File: config.mk
export PLATFORM = sky130hd
export DESIGN_NAME = user_io_bank
export DESIGN_NICKNAME = d
export VERILOG_FILES = /design/src/rtl/user_io_bank.sv
export SDC_FILE = /design/constraint.sdc
export NUM_CORES = 1
export LEC_CHECK = 0
export ABC_AREA = 1
export CAP_MARGIN = 0
export CORE_AREA = 2 2 122 124
export CTS_CLUSTER_SIZE = 8
export DETAILED_ROUTE_END_ITERATION = 8
export DIE_AREA = 0 0 124 126
export PLACE_DENSITY = 0.75
export SLEW_MARGIN = 30
export SYNTH_ARGS = -nofsm -noshare
export SYNTH_HDL_FRONTEND = slang
export SYNTH_SLANG_ARGS = --single-unit
File: constraint.sdc
create_clock -name clk -period 2.8 [get_ports clk]
set_input_delay 0.56 -clock clk [delete_from_list [all_inputs] [get_ports clk]]
set_output_delay 0.56 -clock clk [all_outputs]
set_load 0.05 [all_outputs]
File: src/rtl/user_io_bank.sv
// Bank of NUM_IO bidirectional user I/O channels: input sync, edge pulses, registered
// outputs and a turnaround-guarded direction mask. Define USER_IO_DEBOUNCE_EN for input debounce.
module user_io_bank #(
  parameter int NUM_IO      = 24,
  parameter int SYNC_STAGES = 2,
  parameter int TURN_CYC    = 4,
  parameter int DEB_CYC     = 16
) (
  input  logic              clk,
  input  logic              rst,
  input  logic [NUM_IO-1:0] pad_in,
  output logic [NUM_IO-1:0] pad_out,
  output logic [NUM_IO-1:0] pad_oeb,
  output logic [NUM_IO-1:0] usr_in,
  output logic [NUM_IO-1:0] usr_rise,
  output logic [NUM_IO-1:0] usr_fall,
  input  logic [NUM_IO-1:0] usr_out,
  input  logic [NUM_IO-1:0] usr_oe,
  input  logic              cfg_dir_valid,
  input  logic [NUM_IO-1:0] cfg_dir_data,
  output logic              cfg_dir_ready
);

  if (SYNC_STAGES < 2) begin : g_bad_sync
    $error("user_io_bank: SYNC_STAGES must be at least 2");
  end
  if (DEB_CYC < 1) begin : g_bad_deb
    $error("user_io_bank: DEB_CYC must be at least 1");
  end

  // ---------------------------------------------------------------------------
  // Input path
  // ---------------------------------------------------------------------------
  // Without debounce the usr_in register is itself the last synchroniser stage.
`ifdef USER_IO_DEBOUNCE_EN
  localparam int CHAIN = SYNC_STAGES;
`else
  localparam int CHAIN = SYNC_STAGES - 1;
`endif

  logic [NUM_IO-1:0] sync_q [CHAIN];
  logic [NUM_IO-1:0] synced;
  logic [NUM_IO-1:0] usr_in_d;

  always_ff @(posedge clk) begin
    if (rst) begin
      for (int i = 0; i < CHAIN; i++) sync_q[i] <= '0;
    end else begin
      sync_q[0] <= pad_in;
      for (int i = 1; i < CHAIN; i++) sync_q[i] <= sync_q[i-1];
    end
  end

  assign synced = sync_q[CHAIN-1];

`ifdef USER_IO_DEBOUNCE_EN
  localparam int DW = (DEB_CYC < 2) ? 1 : $clog2(DEB_CYC);
  localparam logic [DW-1:0] DEB_TERM = DW'(DEB_CYC - 1);

  logic [DW-1:0] deb_cnt_q [NUM_IO];

  // Counter holds the number of consecutive disagreeing cycles already seen.
  always_ff @(posedge clk) begin
    if (rst) begin
      for (int i = 0; i < NUM_IO; i++) deb_cnt_q[i] <= '0;
    end else begin
      for (int i = 0; i < NUM_IO; i++) begin
        if (synced[i] == usr_in[i] || deb_cnt_q[i] == DEB_TERM) begin
          deb_cnt_q[i] <= '0;
        end else begin
          deb_cnt_q[i] <= deb_cnt_q[i] + DW'(1);
        end
      end
    end
  end

  always_comb begin
    usr_in_d = usr_in;
    for (int i = 0; i < NUM_IO; i++) begin
      if (synced[i] != usr_in[i] && deb_cnt_q[i] == DEB_TERM) usr_in_d[i] = synced[i];
    end
  end
`else
  assign usr_in_d = synced;
`endif

  always_ff @(posedge clk) begin
    if (rst) begin
      usr_in   <= '0;
      usr_rise <= '0;
      usr_fall <= '0;
    end else begin
      usr_in   <= usr_in_d;
      usr_rise <= usr_in_d & ~usr_in;
      usr_fall <= ~usr_in_d & usr_in;
    end
  end

  // ---------------------------------------------------------------------------
  // Direction FSM
  //   state | meaning
  //   IDLE  | drive_en stable, new mask may be accepted
  //   TURN  | bus turnaround: newly enabled channels wait, mask offers held off
  // ---------------------------------------------------------------------------
  typedef enum logic {IDLE, TURN} state_t;

  localparam int TW = (TURN_CYC < 2) ? 1 : $clog2(TURN_CYC);
  localparam logic [TW-1:0] TURN_LOAD = TW'((TURN_CYC > 0) ? TURN_CYC - 1 : 0);
  localparam bit HAS_TURN = (TURN_CYC > 0);

  state_t            state_q, state_d;
  logic [TW-1:0]     cnt_q, cnt_d;
  logic [NUM_IO-1:0] mask_q, mask_d;
  logic [NUM_IO-1:0] drive_en_q, drive_en_d;
  logic              accept;

  assign accept = cfg_dir_valid & cfg_dir_ready;

  always_comb begin
    state_d    = state_q;
    cnt_d      = cnt_q;
    mask_d     = mask_q;
    drive_en_d = drive_en_q;
    case (state_q)
      IDLE: begin
        if (accept) begin
          // Releases take effect at once; only newly enabled channels wait.
          if (HAS_TURN && |(cfg_dir_data & ~drive_en_q)) begin
            drive_en_d = drive_en_q & cfg_dir_data;
            mask_d     = cfg_dir_data;
            cnt_d      = TURN_LOAD;
            state_d    = TURN;
          end else begin
            drive_en_d = cfg_dir_data;
          end
        end
      end
      TURN: begin
        if (cnt_q == '0) begin
          drive_en_d = mask_q;
          state_d    = IDLE;
        end else begin
          cnt_d = cnt_q - TW'(1);
        end
      end
      default: state_d = IDLE;
    endcase
  end

  always_ff @(posedge clk) begin
    if (rst) begin
      state_q       <= IDLE;
      cnt_q         <= '0;
      mask_q        <= '0;
      drive_en_q    <= '0;
      cfg_dir_ready <= 1'b0;
    end else begin
      state_q       <= state_d;
      cnt_q         <= cnt_d;
      mask_q        <= mask_d;
      drive_en_q    <= drive_en_d;
      cfg_dir_ready <= (state_d == IDLE);
    end
  end

  // ---------------------------------------------------------------------------
  // Output path
  // ---------------------------------------------------------------------------
  always_ff @(posedge clk) begin
    if (rst) begin
      pad_out <= '0;
      pad_oeb <= '1;
    end else begin
      pad_out <= usr_out;
      pad_oeb <= ~(usr_oe & drive_en_q);
    end
  end

endmodule

# Word level (Yosys, flattened, before mapping)
# Memory sizes are Yosys's and may differ from the RTL's.
# Index checks and enable logic that the tools add are counted.
dict set report op_classes {
  addsub 1
  n_eq_ne 4
  n_mux 17
  bitwise_logic 12
  n_reduce_logical 6
}
# operator n
set op_table {}
lappend op_table {{bitwise AND 24 bit} 5}
lappend op_table {{two-way mux 24 bit} 4}
lappend op_table {{inverter 24 bit} 4}
lappend op_table {{one-hot mux 24 bit (2 select lines)} 1}
lappend op_table {{OR reduction 24 bit} 2}
lappend op_table {{two-way mux 1 bit} 7}
lappend op_table {{two-way mux 2 bit} 3}
lappend op_table {{!= test 2 bit (second input constant)} 3}
lappend op_table {{AND reduction 3 bit} 2}
lappend op_table {{one-hot mux 2 bit (2 select lines)} 1}
lappend op_table {{logical NOT 2 bit} 1}
lappend op_table {{!= test 2 x 1 -> 1 bit (second input constant)} 1}
lappend op_table {{inverter 1 bit} 2}
lappend op_table {{one-hot mux 1 bit (2 select lines)} 1}
lappend op_table {{AND reduction 2 bit} 1}
lappend op_table {{subtractor 2 x 1 -> 2 bit (second input constant)} 1}
lappend op_table {{bitwise AND 1 bit} 1}
dict set report word_totals {
  reg_bits 172
  ram_bits 24
  in_bits 99
  output_inout_bits 121
  elab_cells 51
  n_memories 1
}
# memory words word_bits read_ports rd_ports_with_merged_regs write_ports line_no
set mem_list {}
lappend mem_list {sync_q 1 24 1 0 1 41} ;# logic [NUM_IO-1:0] sync_q [CHAIN];

# Logic depth before layout (Yosys ltp)
# Gate-level depths: netlist (run 1).
dict set report logic_depth {
  word_depth 7
  mapped_depth 12
  mapped_depth_nobuf 11
}

# Least setup slack after synthesis (run 1)
# No wires, ideal clock.
dict set report synth_path {
  kind {register to register}
  from {register cfg_dir_ready}
  to {register drive_en_q[10]}
  arrival_ns 1.359
  setup_slack_ns 1.315
  path_stages_with_launch 6
  path_buffers 2
  synth_period_minus_slack_ns 1.485
  cell_sequence {dfxtp_1 nand2_1 a21boi_2 buf_2 buf_2 a31oi_1}
}
dict set report synth_between {
  elab_chain_cells 3
}
# element line_no
set synth_rtl {}
lappend synth_rtl {{start, declared} 21} ;# output logic cfg_dir_ready
lappend synth_rtl {{start signal, assigned} 162} ;# cfg_dir_ready <= (state_d == IDLE);
lappend synth_rtl {{bitwise AND 1 bit} 117} ;# assign accept = cfg_dir_valid & cfg_dir_ready;
lappend synth_rtl {{!= test 2 bit (no source line)} --}
lappend synth_rtl {{AND reduction 2 bit (no source line)} --}
lappend synth_rtl {{end signal, assigned} 161} ;# drive_en_q <= drive_en_d;
lappend synth_rtl {{end, declared} 114} ;# logic [NUM_IO-1:0] drive_en_q, drive_en_d;
# Every way passes these cells.
# A chain may end at the register's enable or synchronous reset.

# Worst setup path in the final report (run 1)
dict set report layout_path {
  from {register usr_in[20]}
  to {output port usr_in[20]}
}
# element line_no
set layout_rtl {}
lappend layout_rtl {{start, declared} 14} ;# output logic [NUM_IO-1:0] usr_in,
lappend layout_rtl {{start signal, assigned} 93} ;# usr_in <= usr_in_d;
# No word-level cell between the ends.

==> results of run 1 <==
cell type report:
| class | count | area, um2 |
|---|---|---|
| clock buffer | 17 | 425 |
| clock inverter | 15 | 169 |
| fill | 1180 | 5090 |
| inverter | 108 | 405 |
| multi-input combinational | 395 | 1790 |
| sequential | 196 | 3920 |
| tap | 184 | 230 |
| timing repair buffer | 229 | 2280 |
flip-flops by register name, indices dropped and copies added, names as in the netlist, 2 cells and up:
| signal | count |
|---|---|
| mask_q | 24 |
| sync_q | 24 |
| drive_en_q | 24 |
| pad_oeb | 24 |
| pad_out | 24 |
| usr_rise | 24 |
| usr_fall | 24 |
| usr_in | 24 |
| cnt_q | 2 |
power groups by stage:
stage | clock [mW] | combinational [mW] | sequential (mW)
2_1_floorplan | 0 | 0.276 | 3.30
3_3_place_gp | 0 | 0.837 | 3.08
3_5_place_dp | 0 | 0.845 | 3.08
4_1_cts | 2.46 | 0.851 | 3.02
5_1_grt | 2.59 | 0.923 | 3.04
6_report | 2.40 | 0.845 | 3.02
final timing paths:
kind,from,to,slack (ps)
max,usr_in[20]$_SDFF_PP0_,usr_in[20],570
min,drive_en_q[14]$_SDFFE_PP0P_,pad_oeb[14]$_SDFF_PP1_,430
max reg2reg,state_q$_SDFF_PP0_,drive_en_q[20]$_SDFFE_PP0P_,720
min reg2reg,drive_en_q[14]$_SDFFE_PP0P_,pad_oeb[14]$_SDFF_PP1_,430
layer usage:
metal / GRT usage (%) / vias up
li1: - / 2705
met4: 8.86 / 0
met5: 0 / -
met3: 11.5 / 20
met1: 21.5 / 2326
met2: 31.6 / 170
cell usage in the layout (no fill, tap or decap), drive strengths merged:
cell and instances:
nand2 88, ha 1, a21oi 1, a21boi 1
nor3 24, clkbuf 17, nor2 152, o21ai 28
clkinvlp 3, clkdlybuf4s50 218, bufinv 1, nand4 1
clkinv 4, nand3 50, o21bai 24, o31ai 1
buf 11, dfxtp 196, a31oi 24, inv 115
stage by stage:
| stage | hold WS (ps) | total power, mW | setup WS, ps |
|---|---|---|---|
| floorplan | 403 | 3.57 | 1320 |
| global placement | 416 | 3.92 | 373 |
| detailed placement | 419 | 3.93 | 342 |
| CTS | 437 | 6.33 | 546 |
| global route | 456 | 6.55 | 518 |
| finish | 434 | 6.26 | 575 |
cell families (layout without fill, tap and decap cells):
kind of cell / after synthesis / after routing
and+or+nand+nor: 315 / 315
adders and majority gates: 1 / 1
DFF: 196 / 196
buffers and inverters: 144 / 369
AOI/OAI and AO/OA: 79 / 79
==> metrics.txt, run 1 <==
TritonCTS Sinks 196; unrepaired setup endpoints after global routing false; Hold Crit Depth 1; WS Path Type flip-flop to primary output; worst slew pin tran 566 ps; largest net degree at the start of global routing 86; Layout area overhead 46.6%; min-delay worst type flip-flop to flip-flop; crit path buf inv count 1; Logic pwr share 13.5%; top-count cell post-synth dfxtp_1; Synth Area in XOR/XNOR 0%; CP cell instances clkdlybuf4s50_1; CP required 2240 ps; IO buf count 219; Syn. warnings 0; number of global-route vias before repair 5115; post-route ant nets 0; Post-CTS Hold Fix Bufs 0; worst skew pair latency 430 ps; num ports 220; top layer reached by signal wires met4; Num CTS Buffers 17; Initial Util 44.0%; status finished, final reports clean; DRT iter0 DRCs 346; CP startpoint kind flip-flop; grt ovf 0; DR WL/cell 12.9 um; Post-route DRC 0; FP Rows 44; clock power share 38.3%; CTS max path bufs 2; Most used DFF post-synth dfxtp_1; Post-synth EDFFs 0; WL final 14.7 mm; commonest cells in the netlist 196 x dfxtp_1, 152 x nor2_1, 107 x inv_1; syn avg cell area 8.56 um2; top cell type's share of synthesized area 62.4%; CTS tree yes; root buf cell clkbuf_16; switching share of power 27.4%; ys async rst share 0%; fin area 9230 um2; main combinational cell family by area after synthesis simple AND/OR/NAND/NOR gates; Unique masters post-synth 20; Max FO, Critical Path 3; Int Power 4.55 mW; setup TNS 0 ps; clk slew on worst S/H paths 70 ps; max_slew headroom 62.1%; final net count 1047; Largest stage delay, worst path 870 ps; Pleak 3.85 nW; met2 routed WL 6.78 mm; PD cells 679 nW/um2; Adder-Cell Fraction of Synth Area 0.199%; Synth Area in Simple Gates 20.3%; cells resized by post-CTS repair 0; max_cap viols 0; WL met1 5.82 mm; clock skew 13.4 ps; Tot GR Track Use 20.0%; critical path arrival 1670 ps; antenna cells 0; initial antenna violation count 0; top cell family by delay on the critical path buffers and inverters; fmax 449 MHz; placed cell area 8630 um2; Post-Synthesis Cells 735; Post-CTS Setup Bufs 0; Yosys reg bits 196; Worst R2R Path Depth 5; sequential power share 48.2%; TritonRoute pass-1 iters 4; largest area contributor in the netlist dfxtp_1; critical path's slowest cell clkdlybuf4s50_1; Psw 1.71 mW; post-detail-place hpwl 10.3 mm; synth top area cells dfxtp_1 62%, nor2_1 9.1%, inv_1 6.4%, nand2_1 5.2%, nand3_1 4.0%; Cell Count, Final, Fillers Out 1144; first-pass GRT wire length 24.1 mm; H-tree depth reported by CTS 4; Synth Area in Compound Gates 7.86%; core region area 14300 um2; Post-Synthesis Cell Area 6290 um2; Critical Path Sink Type primary output; post-synthesis sequential area ratio 62.4%; Final Util 64.4%; die width 124 um; shortest period the worst path allows 2230 ps; final worst path period share 79.5%; final setup vio count 0; Mapped Nets 835; die height 126 um; RePlAce Congestion 0.790; placed cells 1112; Max Slew Vio Count 0; Vias/cell 4.56; CP Depth 1; met3 wire length 1.78 mm; Max IR drop VDD 0.441 mV; proportion of layout cells with a drive suffix above 1 4.79%; Vias 5221; mux share of post-synthesis cell area 0%; Fin. Hold Viols 0; Die ar. 15600 um2
(Power assumes the default switching activity.)
==> inputs of run 2 (changes only) <==
Settings changed: CORE_AREA 2 2 122 124 to 2 2 129 131, DIE_AREA 0 0 124 126 to 0 0 131 133, PLACE_DENSITY 0.75 to 0.71.
Clock period 2.8 ns to 2.01 ns, I/O delays scaled along.
==> metrics.txt, run 2 (synthesis gave the netlist of run 1 again) <==
die width 131 um; max_cap viols 0; Post-CTS Setup Bufs 0; core region area 16200 um2; Critical Path Sink Type primary output; Vias/cell 4.38; Tot GR Track Use 17.0%; Initial Util 38.9%; antenna cells 0; shortest period the worst path allows 1950 ps; CTS tree yes; crit path buf inv count 1; DRT iter0 DRCs 188; Largest stage delay, worst path 820 ps; hold slack 286 ps; critical path's slowest cell clkdlybuf4s50_1; Post-route DRC 0; Max FO, Critical Path 1; clock skew 7.31 ps; placed cells 1168; die height 133 um; switching share of power 25.7%; worst slew pin tran 542 ps; setup TNS 0 ps; top cell family by delay on the critical path buffers and inverters; clock power share 40.5%; proportion of layout cells with a drive suffix above 1 7.24%; placed cell area 8840 um2; Cell Count, Final, Fillers Out 1200; grt ovf 0; Psw 2.34 mW; worst skew pair latency 420 ps; initial antenna violation count 0; Num CTS Buffers 17; final net count 1067; CTS max path bufs 2; num ports 220; Int Power 6.76 mW; Max Slew Vio Count 0; first-pass GRT wire length 23.4 mm; CP required 1610 ps; WS Path Type flip-flop to primary output; Final Util 58.9%; number of global-route vias before repair 5067; most frequent cells in the layout 196 x dfxtp_1, 180 x clkdlybuf4s50_1, 152 x nor2_1; unrepaired setup endpoints after global routing false; H-tree depth reported by CTS 4; Logic pwr share 13.3%; root buf cell clkbuf_16; FP Rows 47; CP startpoint kind flip-flop; TritonRoute pass-1 iters 4; status finished, final reports clean; WL final 14.4 mm; Fin. Hold Viols 0; largest net degree at the start of global routing 85; post-detail-place hpwl 10.1 mm; IO buf count 219; Vias 5256; final worst path period share 97.0%; Pleak 4.31 nW; min-delay worst type input pin to flip-flop; Max IR drop VDD 0.596 mV; critical path arrival 1550 ps; most common cell after layout, fill and taps aside dfxtp_1; post-route ant nets 0; max_slew headroom 63.8%; Layout area overhead 51.3%; RePlAce Congestion 0.719; PD cells 956 nW/um2; final setup vio count 0; fmax 513 MHz; fin area 9520 um2; Die ar. 17400 um2; Post-CTS Hold Fix Bufs 0; TritonCTS Sinks 196; DR WL/cell 12.0 um; CP cell instances clkdlybuf4s50_1; sequential power share 46.2%; clk slew on worst S/H paths 70 ps
==> run 2: routing by layer <==
layer	vias to the layer above	global-route usage (%)	part of all wire, %
met4	0	6.03	1.5
met3	19	8.94	12
met1	2310	18.9	41
li1	2741	-	-
met5	-	0	0
met2	186	27.5	46
==> run 2: path summary, 6_finish.rpt <==
path                                                  start                     endpoint  slack, ps  cells past startpoint
worst max register to register           state_q$_SDFF_PP0_  drive_en_q[22]$_SDFFE_PP0P_        380                      5
worst max-delay path                usr_fall[11]$_SDFF_PP0_                 usr_fall[11]         60                      1
worst min-delay path                                    rst       usr_fall[2]$_SDFF_PP0_        290                      2
worst min register to register  drive_en_q[18]$_SDFFE_PP0P_       pad_oeb[18]$_SDFF_PP1_        440                      1
==> run 2: timing repair <==
| item | 4_1_cts | 5_1_grt |
|---|---|---|
| resized for setup | 16 | 17 |
| hold endpoints to repair | 0 | 0 |
| setup endpoints to repair | 16 | 17 |
==> run 2: layout make-up <==
type / count / area [um2]
fill: 1430 / 6650
sequential: 196 / 3920
clock inverter: 14 / 214
inverter: 108 / 405
clock buffer: 18 / 439
tap: 220 / 275
timing repair buffer: 249 / 2470
multi-input combinational: 395 / 1790
==> run 2: power groups by stage <==
stage / clock network, mW / registers [mW] / logic (mW)
global route: 3.94 / 4.23 / 1.31
floorplan: 0 / 4.59 / 0.385
global placement: 0 / 4.29 / 1.21
finish: 3.69 / 4.20 / 1.21
CTS: 3.77 / 4.20 / 1.22
detailed placement: 0 / 4.29 / 1.22
==> run 2: metrics by stage <==
| step | setup slack (ps) | total power, mW |
|---|---|---|
| 2_1_floorplan | 525 | 4.98 |
| 3_3_place_gp | 5.90 | 5.50 |
| 3_5_place_dp | -65.7 | 5.52 |
| 4_1_cts | 1.81 | 9.20 |
| 5_1_grt | 0.490 | 9.48 |
| 6_report | 59.5 | 9.10 |
